[src/rtl/i2s_pkg.sv]
// rtl/i2s_pkg.sv - shared types and default sizes for the I2S DAC transmit path
package i2s_pkg;

  typedef enum logic {
    CH_LEFT  = 1'b0,
    CH_RIGHT = 1'b1
  } chan_e;

  localparam int AUD_WORD_W     = 32;
  localparam int SAMPLE_W_DEF   = 24;
  localparam int FIFO_DEPTH_DEF = 4;
  localparam int CNT_W_DEF      = 16;

endpackage

[src/rtl/i2s_dac_tx_sample_fifo.sv]
// rtl/i2s_dac_tx_sample_fifo.sv - per-channel sample FIFO (first-word fall-through read port)
module sample_fifo
  import i2s_pkg::*;
#(
  parameter int WIDTH = SAMPLE_W_DEF,
  parameter int DEPTH = FIFO_DEPTH_DEF
) (
  input  logic             clock,
  input  logic             reset,
  input  logic             push,
  input  logic [WIDTH-1:0] din,
  input  logic             pop,
  output logic [WIDTH-1:0] dout,
  output logic             full,
  output logic             empty
);

  localparam int PTR_W = $clog2(DEPTH);
  localparam logic [PTR_W:0] CNT_FULL = (PTR_W + 1)'(DEPTH);

  logic [WIDTH-1:0] r_mem [DEPTH];
  logic [PTR_W-1:0] r_wptr;
  logic [PTR_W-1:0] r_rptr;
  logic [PTR_W:0]   r_count;
  logic             w_do_push;
  logic             w_do_pop;

  // A push into a full FIFO is refused even when a pop happens in the same cycle.
  assign w_do_push = push && !full;
  assign w_do_pop  = pop && !empty;
  assign full      = (r_count == CNT_FULL);
  assign empty     = (r_count == '0);
  assign dout      = r_mem[r_rptr];

  always_ff @(posedge clock) begin
    if (w_do_push) begin
      r_mem[r_wptr] <= din;
    end
  end

  always_ff @(posedge clock or negedge reset) begin
    if (!reset) begin
      r_wptr  <= '0;
      r_rptr  <= '0;
      r_count <= '0;
    end else begin
      if (w_do_push) begin
        r_wptr <= r_wptr + 1'b1;
      end
      if (w_do_pop) begin
        r_rptr <= r_rptr + 1'b1;
      end
      unique case ({w_do_push, w_do_pop})
        2'b10:   r_count <= r_count + 1'b1;
        2'b01:   r_count <= r_count - 1'b1;
        default: r_count <= r_count;
      endcase
    end
  end

endmodule

[src/rtl/i2s_dac_tx.sv]
// rtl/i2s_dac_tx.sv - I2S DAC serialiser slaved to codec BCLK/LRCK; I2S_DAC_TX_HOLD_LAST_EN repeats the last sample on underrun
module i2s_dac_tx
  import i2s_pkg::*;
#(
  parameter int SAMPLE_W   = SAMPLE_W_DEF,
  parameter int FIFO_DEPTH = FIFO_DEPTH_DEF,
  parameter int CNT_W      = CNT_W_DEF
) (
  input  logic                  clock,
  input  logic                  reset,
  input  logic                  aud_bclk,
  input  logic                  aud_daclrck,
  output logic                  aud_dacdat,
  input  logic [AUD_WORD_W-1:0] left_data,
  input  logic                  left_valid,
  output logic                  left_ready,
  input  logic [AUD_WORD_W-1:0] right_data,
  input  logic                  right_valid,
  output logic                  right_ready,
  output logic [CNT_W-1:0]      underrun_count
);

  localparam int BC_W = $clog2(SAMPLE_W + 1);
  localparam logic [BC_W-1:0] BC_LOAD = BC_W'(SAMPLE_W);

  logic                r_bclk_s1;
  logic                r_bclk_s2;
  logic                r_bclk_prev;
  logic                r_lrck_s1;
  logic                r_lrck_s2;
  logic                r_lrck_prev;
  logic                r_armed;
  logic [SAMPLE_W-1:0] r_shreg;
  logic [BC_W-1:0]     r_bitcnt;
  logic                r_dacdat;
  logic [CNT_W-1:0]    r_underrun_cnt;

  logic                w_fe;
  logic                w_load;
  chan_e               w_chan;
  logic                w_l_full;
  logic                w_l_empty;
  logic                w_r_full;
  logic                w_r_empty;
  logic [SAMPLE_W-1:0] w_l_dout;
  logic [SAMPLE_W-1:0] w_r_dout;
  logic                w_sel_empty;
  logic [SAMPLE_W-1:0] w_sel_dout;
  logic [SAMPLE_W-1:0] w_underrun_val;
  logic [SAMPLE_W-1:0] w_word;

  if (SAMPLE_W < AUD_WORD_W) begin : g_hi_bits
    logic w_unused_hi;
    assign w_unused_hi = ^{left_data[AUD_WORD_W-1:SAMPLE_W], right_data[AUD_WORD_W-1:SAMPLE_W]};
  end

  // Codec clocks are asynchronous; both go through identical two-flop paths so they stay aligned.
  always_ff @(posedge clock or negedge reset) begin
    if (!reset) begin
      r_bclk_s1   <= 1'b0;
      r_bclk_s2   <= 1'b0;
      r_bclk_prev <= 1'b0;
      r_lrck_s1   <= 1'b0;
      r_lrck_s2   <= 1'b0;
    end else begin
      r_bclk_s1   <= aud_bclk;
      r_bclk_s2   <= r_bclk_s1;
      r_bclk_prev <= r_bclk_s2;
      r_lrck_s1   <= aud_daclrck;
      r_lrck_s2   <= r_lrck_s1;
    end
  end

  assign w_fe   = r_bclk_prev && !r_bclk_s2;
  assign w_chan = chan_e'(r_lrck_s2);
  assign w_load = w_fe && r_armed && (r_lrck_s2 != r_lrck_prev);

  assign left_ready  = reset && !w_l_full;
  assign right_ready = reset && !w_r_full;

  sample_fifo #(
    .WIDTH (SAMPLE_W),
    .DEPTH (FIFO_DEPTH)
  ) u_fifo_left (
    .clock (clock),
    .reset (reset),
    .push  (left_valid && left_ready),
    .din   (left_data[SAMPLE_W-1:0]),
    .pop   (w_load && (w_chan == CH_LEFT)),
    .dout  (w_l_dout),
    .full  (w_l_full),
    .empty (w_l_empty)
  );

  sample_fifo #(
    .WIDTH (SAMPLE_W),
    .DEPTH (FIFO_DEPTH)
  ) u_fifo_right (
    .clock (clock),
    .reset (reset),
    .push  (right_valid && right_ready),
    .din   (right_data[SAMPLE_W-1:0]),
    .pop   (w_load && (w_chan == CH_RIGHT)),
    .dout  (w_r_dout),
    .full  (w_r_full),
    .empty (w_r_empty)
  );

  assign w_sel_empty = (w_chan == CH_RIGHT) ? w_r_empty : w_l_empty;
  assign w_sel_dout  = (w_chan == CH_RIGHT) ? w_r_dout : w_l_dout;
  assign w_word      = w_sel_empty ? w_underrun_val : w_sel_dout;

`ifdef I2S_DAC_TX_HOLD_LAST_EN
  logic [SAMPLE_W-1:0] r_last_l;
  logic [SAMPLE_W-1:0] r_last_r;

  always_ff @(posedge clock or negedge reset) begin
    if (!reset) begin
      r_last_l <= '0;
      r_last_r <= '0;
    end else if (w_load && !w_sel_empty) begin
      if (w_chan == CH_RIGHT) begin
        r_last_r <= w_sel_dout;
      end else begin
        r_last_l <= w_sel_dout;
      end
    end
  end

  assign w_underrun_val = (w_chan == CH_RIGHT) ? r_last_r : r_last_l;
`else
  assign w_underrun_val = '0;
`endif

  // Load on the LRCK edge, then one bit per BCLK fall; the pin keeps its value on the load edge.
  always_ff @(posedge clock or negedge reset) begin
    if (!reset) begin
      r_armed        <= 1'b0;
      r_lrck_prev    <= 1'b0;
      r_shreg        <= '0;
      r_bitcnt       <= '0;
      r_dacdat       <= 1'b0;
      r_underrun_cnt <= '0;
    end else if (w_fe) begin
      if (!r_armed) begin
        r_armed     <= 1'b1;
        r_lrck_prev <= r_lrck_s2;
      end else if (w_load) begin
        r_lrck_prev <= r_lrck_s2;
        r_shreg     <= w_word;
        r_bitcnt    <= BC_LOAD;
        if (w_sel_empty && (r_underrun_cnt != '1)) begin
          r_underrun_cnt <= r_underrun_cnt + 1'b1;
        end
      end else if (r_bitcnt != '0) begin
        r_dacdat <= r_shreg[SAMPLE_W-1];
        r_shreg  <= {r_shreg[SAMPLE_W-2:0], 1'b0};
        r_bitcnt <= r_bitcnt - 1'b1;
      end else begin
        r_dacdat <= 1'b0;
      end
    end
  end

  assign aud_dacdat     = r_dacdat;
  assign underrun_count = r_underrun_cnt;

endmodule

[config.mk]
export PLATFORM = sky130hd
export DESIGN_NAME = i2s_dac_tx
export DESIGN_NICKNAME = d
export VERILOG_FILES = /design/src/rtl/i2s_pkg.sv /design/src/rtl/i2s_dac_tx_sample_fifo.sv /design/src/rtl/i2s_dac_tx.sv
export SDC_FILE = /design/constraint.sdc
export NUM_CORES = 1
export LEC_CHECK = 0
export ABC_AREA = 1
export CORE_MARGIN = 2
export CORE_UTILIZATION = 50
export CTS_CLUSTER_DIAMETER = 80
export CTS_CLUSTER_SIZE = 14
export DETAILED_ROUTE_END_ITERATION = 10
export GPL_TIMING_DRIVEN = 0
export PLACE_DENSITY_LB_ADDON = 0.05
export RECOVER_POWER = 50
export SETUP_SLACK_MARGIN = 0.15
export SLEW_MARGIN = 5
export SYNTH_ARGS = -nofsm -noshare
export SYNTH_HDL_FRONTEND = slang
export SYNTH_HIERARCHICAL = 1
export SYNTH_SLANG_ARGS = --single-unit
[constraint.sdc]
create_clock -name clock -period 4.12 [get_ports clock]
set_input_delay 0.824 -clock clock [delete_from_list [all_inputs] [get_ports clock]]
set_output_delay 0.824 -clock clock [all_outputs]
set_load 0.005 [all_outputs]
== Word level (Yosys, flattened, before mapping) ==
Memories as Yosys holds them, arrays and structs flattened.
Cells that the tools add are included.

* RAM bits: 192
* Logic and storage cells: 85
* Memories kept: 2
* Input port bits: 70
* Register bits: 67

* Reductions and logical operators: 29
* Add/subtract/negate cells: 10
* Eq/ne operators: 9
* Bitwise logic cells: 2
* Mux-type cells: 16

{| class="wikitable"
|+ Memory list
! name !! depth !! width !! read ports !! clocked after memory_dff !! write ports !! line !! source
|-
| u_fifo_left.r_mem || 4 || 24 || 1 || 0 || 1 || i2s_dac_tx_sample_fifo.sv:21 || <nowiki>logic [WIDTH-1:0] r_mem [DEPTH];</nowiki>
|-
| u_fifo_right.r_mem || 4 || 24 || 1 || 0 || 1 || i2s_dac_tx_sample_fifo.sv:21 ||
|}

{| class="wikitable"
|+ Operators by type and width
! kind !! number
|-
| $mux 24 || 4
|-
| $add 16x1->16 const B || 1
|-
| $ne 16x16->1 const B || 1
|-
| $logic_and 1x1->1 || 14
|-
| $pmux 3 s2 || 2
|-
| $mux 5 || 2
|-
| $add 2x1->2 const B || 4
|-
| $mux 1 || 8
|-
| $add 3x1->3 const B || 2
|-
| $eq 3x3->1 const B || 2
|-
| $logic_not 3->1 || 2
|-
| $reduce_and 3->1 || 2
|-
| $reduce_bool 2->1 || 3
|-
| $sub 3x1->3 const B || 2
|-
| $logic_not 1->1 || 5
|-
| $reduce_bool 5->1 || 1
|-
| $sub 5x1->5 const B || 1
|-
| $eq 2x1->1 const B || 2
|-
| $eq 2x2->1 const B || 2
|-
| $reduce_and 4->1 || 1
|-
| $ne 2x1->1 const B || 1
|-
| $not 1->1 || 2
|-
| $reduce_and 2->1 || 1
|-
| $ne 1x1->1 || 1
|}

== Logic depth before layout (Yosys ltp) ==
* Depth in word-level cells: 8
* Mapped depth: 15
* Depth with buffers taken out: 15

== Cells and area by module ==
Netlist, hierarchy kept.

{| class="wikitable"
|+ Modules (own cells, without submodules)
! module !! instances !! area an instance (µm²) !! sequential area each (µm²) !! cells an instance
|-
| sample_fifo (u_fifo_right) || 1 || 4374.2 || 3057.9 || 341
|-
| sample_fifo (u_fifo_left) || 1 || 4345.4 || 3057.9 || 341
|-
| i2s_dac_tx || 1 || 3198.1 || 1326.3 || 473
|}

== Worst setup path after synthesis ==
Ideal clock, no wire load.

* Path kind: input port to flip-flop
* Start point: input reset
* End point: memory u_fifo_left/r_mem[0][0] (netlist name) (enable)
* Buffers on the path: 0
* Arrival time: 2.400 ns
* Required time: 3.715 ns
* Setup slack: 1.315 ns
* Stages on the path: 4
* Path through: inv_1 > nor3b_1 > nand2_1 > nor2_1

* Word-level cells in the longest chain between the ends: 5

{| class="wikitable"
|+ RTL lines
! element !! line !! source
|-
| start: declaration || i2s_dac_tx.sv:10 || <nowiki>input logic reset,</nowiki>
|-
| $logic_and 1x1->1 || i2s_dac_tx.sv:78 || <nowiki>assign left_ready = reset && !w_l_full;</nowiki>
|-
| $logic_and 1x1->1 || i2s_dac_tx.sv:87 || <nowiki>.push (left_valid && left_ready),</nowiki>
|-
| $logic_and 1x1->1 || i2s_dac_tx_sample_fifo.sv:29 || <nowiki>assign w_do_push = push && !full;</nowiki>
|-
| $mux 1 || i2s_dac_tx_sample_fifo.sv:36 || <nowiki>if (w_do_push) begin</nowiki>
|-
| $mux 1 (implied by the code) || i2s_dac_tx_sample_fifo.sv:37 || <nowiki>r_mem[r_wptr] <= din;</nowiki>
|-
| end: declaration || i2s_dac_tx_sample_fifo.sv:21 ||
|}

No other way between the ends.

== Final worst setup path ==
* Start point: input reset
* End point: memory u_fifo_left/r_mem[2][6] (netlist name) (enable)

Same word-level chain as after synthesis.

==> flow_summary.ini <==
[outcome]
outcome = completed

[synth]
syn_area_sq_um = 11920
synth_top_area_share = 0.4838
syn_avg_cell_area_sq_um = 10.32
synth_ff_type = edfxtp_1
synth-async-reset-ratio = 0.2587
yosysMostFrequentCell = nand2_1
synth-seq-cells = 259
yosysTopAreaCell = edfxtp_1
synth_nets = 1239
ys_seq_area_frac = 0.6245
synth_edf_count = 192
ys_types = 30
synthTopCellsByCount = 413 x nand2_1, 192 x edfxtp_1, 156 x inv_1, 67 x dfrtp_1, 54 x o211ai_1
syn_inst = 1155
synthTopCellsByArea = edfxtp_1 48%, dfrtp_1 14%, nand2_1 13%
ys_warn_count = 6

[sta]
hold_ws_ps = 254.8
final_max_slew_viol_count = 0
period_share = 0.7704
max_slew.worst_pin.slew_ps = 928.1
fmax_mhz = 315.1
final.setup.tns_ps = 0
setup_violations = 0
hold_viol_final = 0
grt_setup_unrepaired = no
finClkSkew_ps = 8.855
period_needed_ps = 3174
relSlewSlack = 0.3798

[routing]
drt-initial-drc-count = 521
finalWirelength_microns = 25550
via_count = 7927
wl_per_cell_microns = 16.11
drcViolationCount = 0
final_antenna_net_count = 0
dr.pass1.iters = 5
vias_per_cell = 4.998

[global_route]
grt_pass1_vias = 7818
antenna_found_initial = 0
use_met1 = 0.2965
grt_max_degree = 37
gr-usage-met2 = 0.3569
track_usage = 0.2121
grt_pass1_wl_microns = 41140
busiest_layer = met2
overflow = 0
gr-usage-met3 = 0.02695

[floorplan]
io_pins = 89
fp.dieArea_sq_um = 25090
core-area_sq_um = 23400
initial_core_util = 0.5092
die_w_microns = 158.4
die_h_microns = 158.4
std_cell_rows = 56

[clock_tree]
cts_hold_buf = 0
clkTransAtPathRegs_ps = 60
clock_latency_ps = 520
clockBufferDepth = 3
ctsResizeCount = 0
cts_made_buffers = 22
htree_levels = 1
cts_tree = done
clock-root-buffer = clkbuf_16
post_cts_buffers = 0
cts_sinks = 259

[critical_path]
r2r_end = u_fifo_left/r_mem[2][6]
cp-startpoint = reset
r2r_cells = 6
cp.required_ps = 4260
critical_path_class = in -> reg
cp-endpoint = u_fifo_left/r_mem[2][6]
cp-start-kind = primary input
path_max_fanout = 36
cp-end-kind = flip-flop
reg2reg_from = u_fifo_left/r_count[0]
arrival_ps = 3310
r2r_slack_ps = 1490

[place]
hpwl_microns = 16980
placed_cell_area_sq_um = 13120
gp_congestion = 0.8097
io_buffers = 72

[final_layout]
fin_util = 0.5876
syn2layout_area_growth_pct = 15.39
drive_gt1_frac = 0.1192
diodes = 0
fin_nets = 1336
finish.instance_area_sq_um = 13750

[job]
max_cap_violations = 0

[hold_path]
hold_path_class = in -> async

[power]
finalPower_uw = 8114
p_leak_uw = 0.005986
pwr_density_cell_nw_per_um2 = 590.0
ir_drop_v = 0.0003834
-- cell type report --
| class | count | area (sq um) |
|---|---|---|
| inverter | 179 | 678.2 |
| fill | 2038 | 9651 |
| timing repair buffer | 73 | 738.2 |
| buffer | 49 | 312.8 |
| clock inverter | 2 | 21.27 |
| tap | 319 | 399.1 |
| clock buffer | 37 | 626.9 |
| sequential | 259 | 7442 |
| multi-input combinational | 668 | 3533 |
-- flip-flops by register name, summed over array words and instances, names as in the netlist, 3 cells and up --
register / flops
u_fifo_right/r_count: 3
u_fifo_left/r_mem: 96
r_bitcnt: 5
u_fifo_left/r_count: 3
u_fifo_right/r_mem: 96
underrun_count: 16
r_shreg: 24
-- placed cells by master, fill, tap and decap left out, drive strengths merged --
cell type and n:
nor3 1, xor2 5, nand3 50, ha 12
o21ai 34, nand2 417, o211ai 96, xnor2 6
clkinv 2, clkdlybuf4s50 21, dfrtp 67, inv 178
nand4 9, nor3b 2, clkbuf 45, fa 2
clkinvlp 1, nor2 34, buf 43, dlygate4sd3 50
edfxtp 192
-- report_power, final --
group          total [uW]  leakage (uW)  switching [uW]  internal, uW
clock                1950      0.000312             909          1040
combinational        2760       0.00308            1830           930
sequential           3410       0.00260             178          3230
total                8110       0.00599            2920          5200
-- routing by layer --
layer  part of all wire  wire, microns
met5                  0              0
met4              0.018            454
met3              0.035            906
met2               0.48          12280
met1               0.47          11910
-- per-stage QoR --
| stage | cells | worst slack [ps] |
|---|---|---|
| 6_report | 1586 | 946.1 |
| 5_1_grt | 1586 | 688.1 |
| 4_1_cts | 1586 | 897.5 |
| 3_5_place_dp | 1547 | 364.7 |
| 3_3_place_gp | 1546 | -3499 |
| 2_1_floorplan | 1155 | 1315 |
-- how the worst min path moves through the flow --
stage / cells after the start / startpoint / to / slack, ps
CTS: 1 / reset / u_fifo_left/r_wptr[0] / 260
floorplan: 0 / r_bclk_s1 / r_bclk_s2 / 330
finish: 1 / reset / u_fifo_left/r_wptr[0] / 250
global route: 1 / reset / u_fifo_left/r_wptr[0] / 280
detailed placement: 0 / r_lrck_s1 / r_lrck_s2 / 340
global placement: 0 / r_bclk_s1 / r_bclk_s2 / 340
-- critical path: stages --
cell and delay (ps):
buf_4 390, buf_12 280, inv_1 190, nor3b_1 400
nand2_1 380, nor2_4 810
-- logic make-up after synthesis --
kind of cell / after synthesis / share of synthesized area
simple gates: 513 / 0.1733
fa+ha+maj: 14 / 0.01596
flops: 259 / 0.6245
buf+inv: 228 / 0.08388
xor+xnor: 11 / 0.008084
compound gates: 130 / 0.09428
Power figures use the tool's default switching activity.
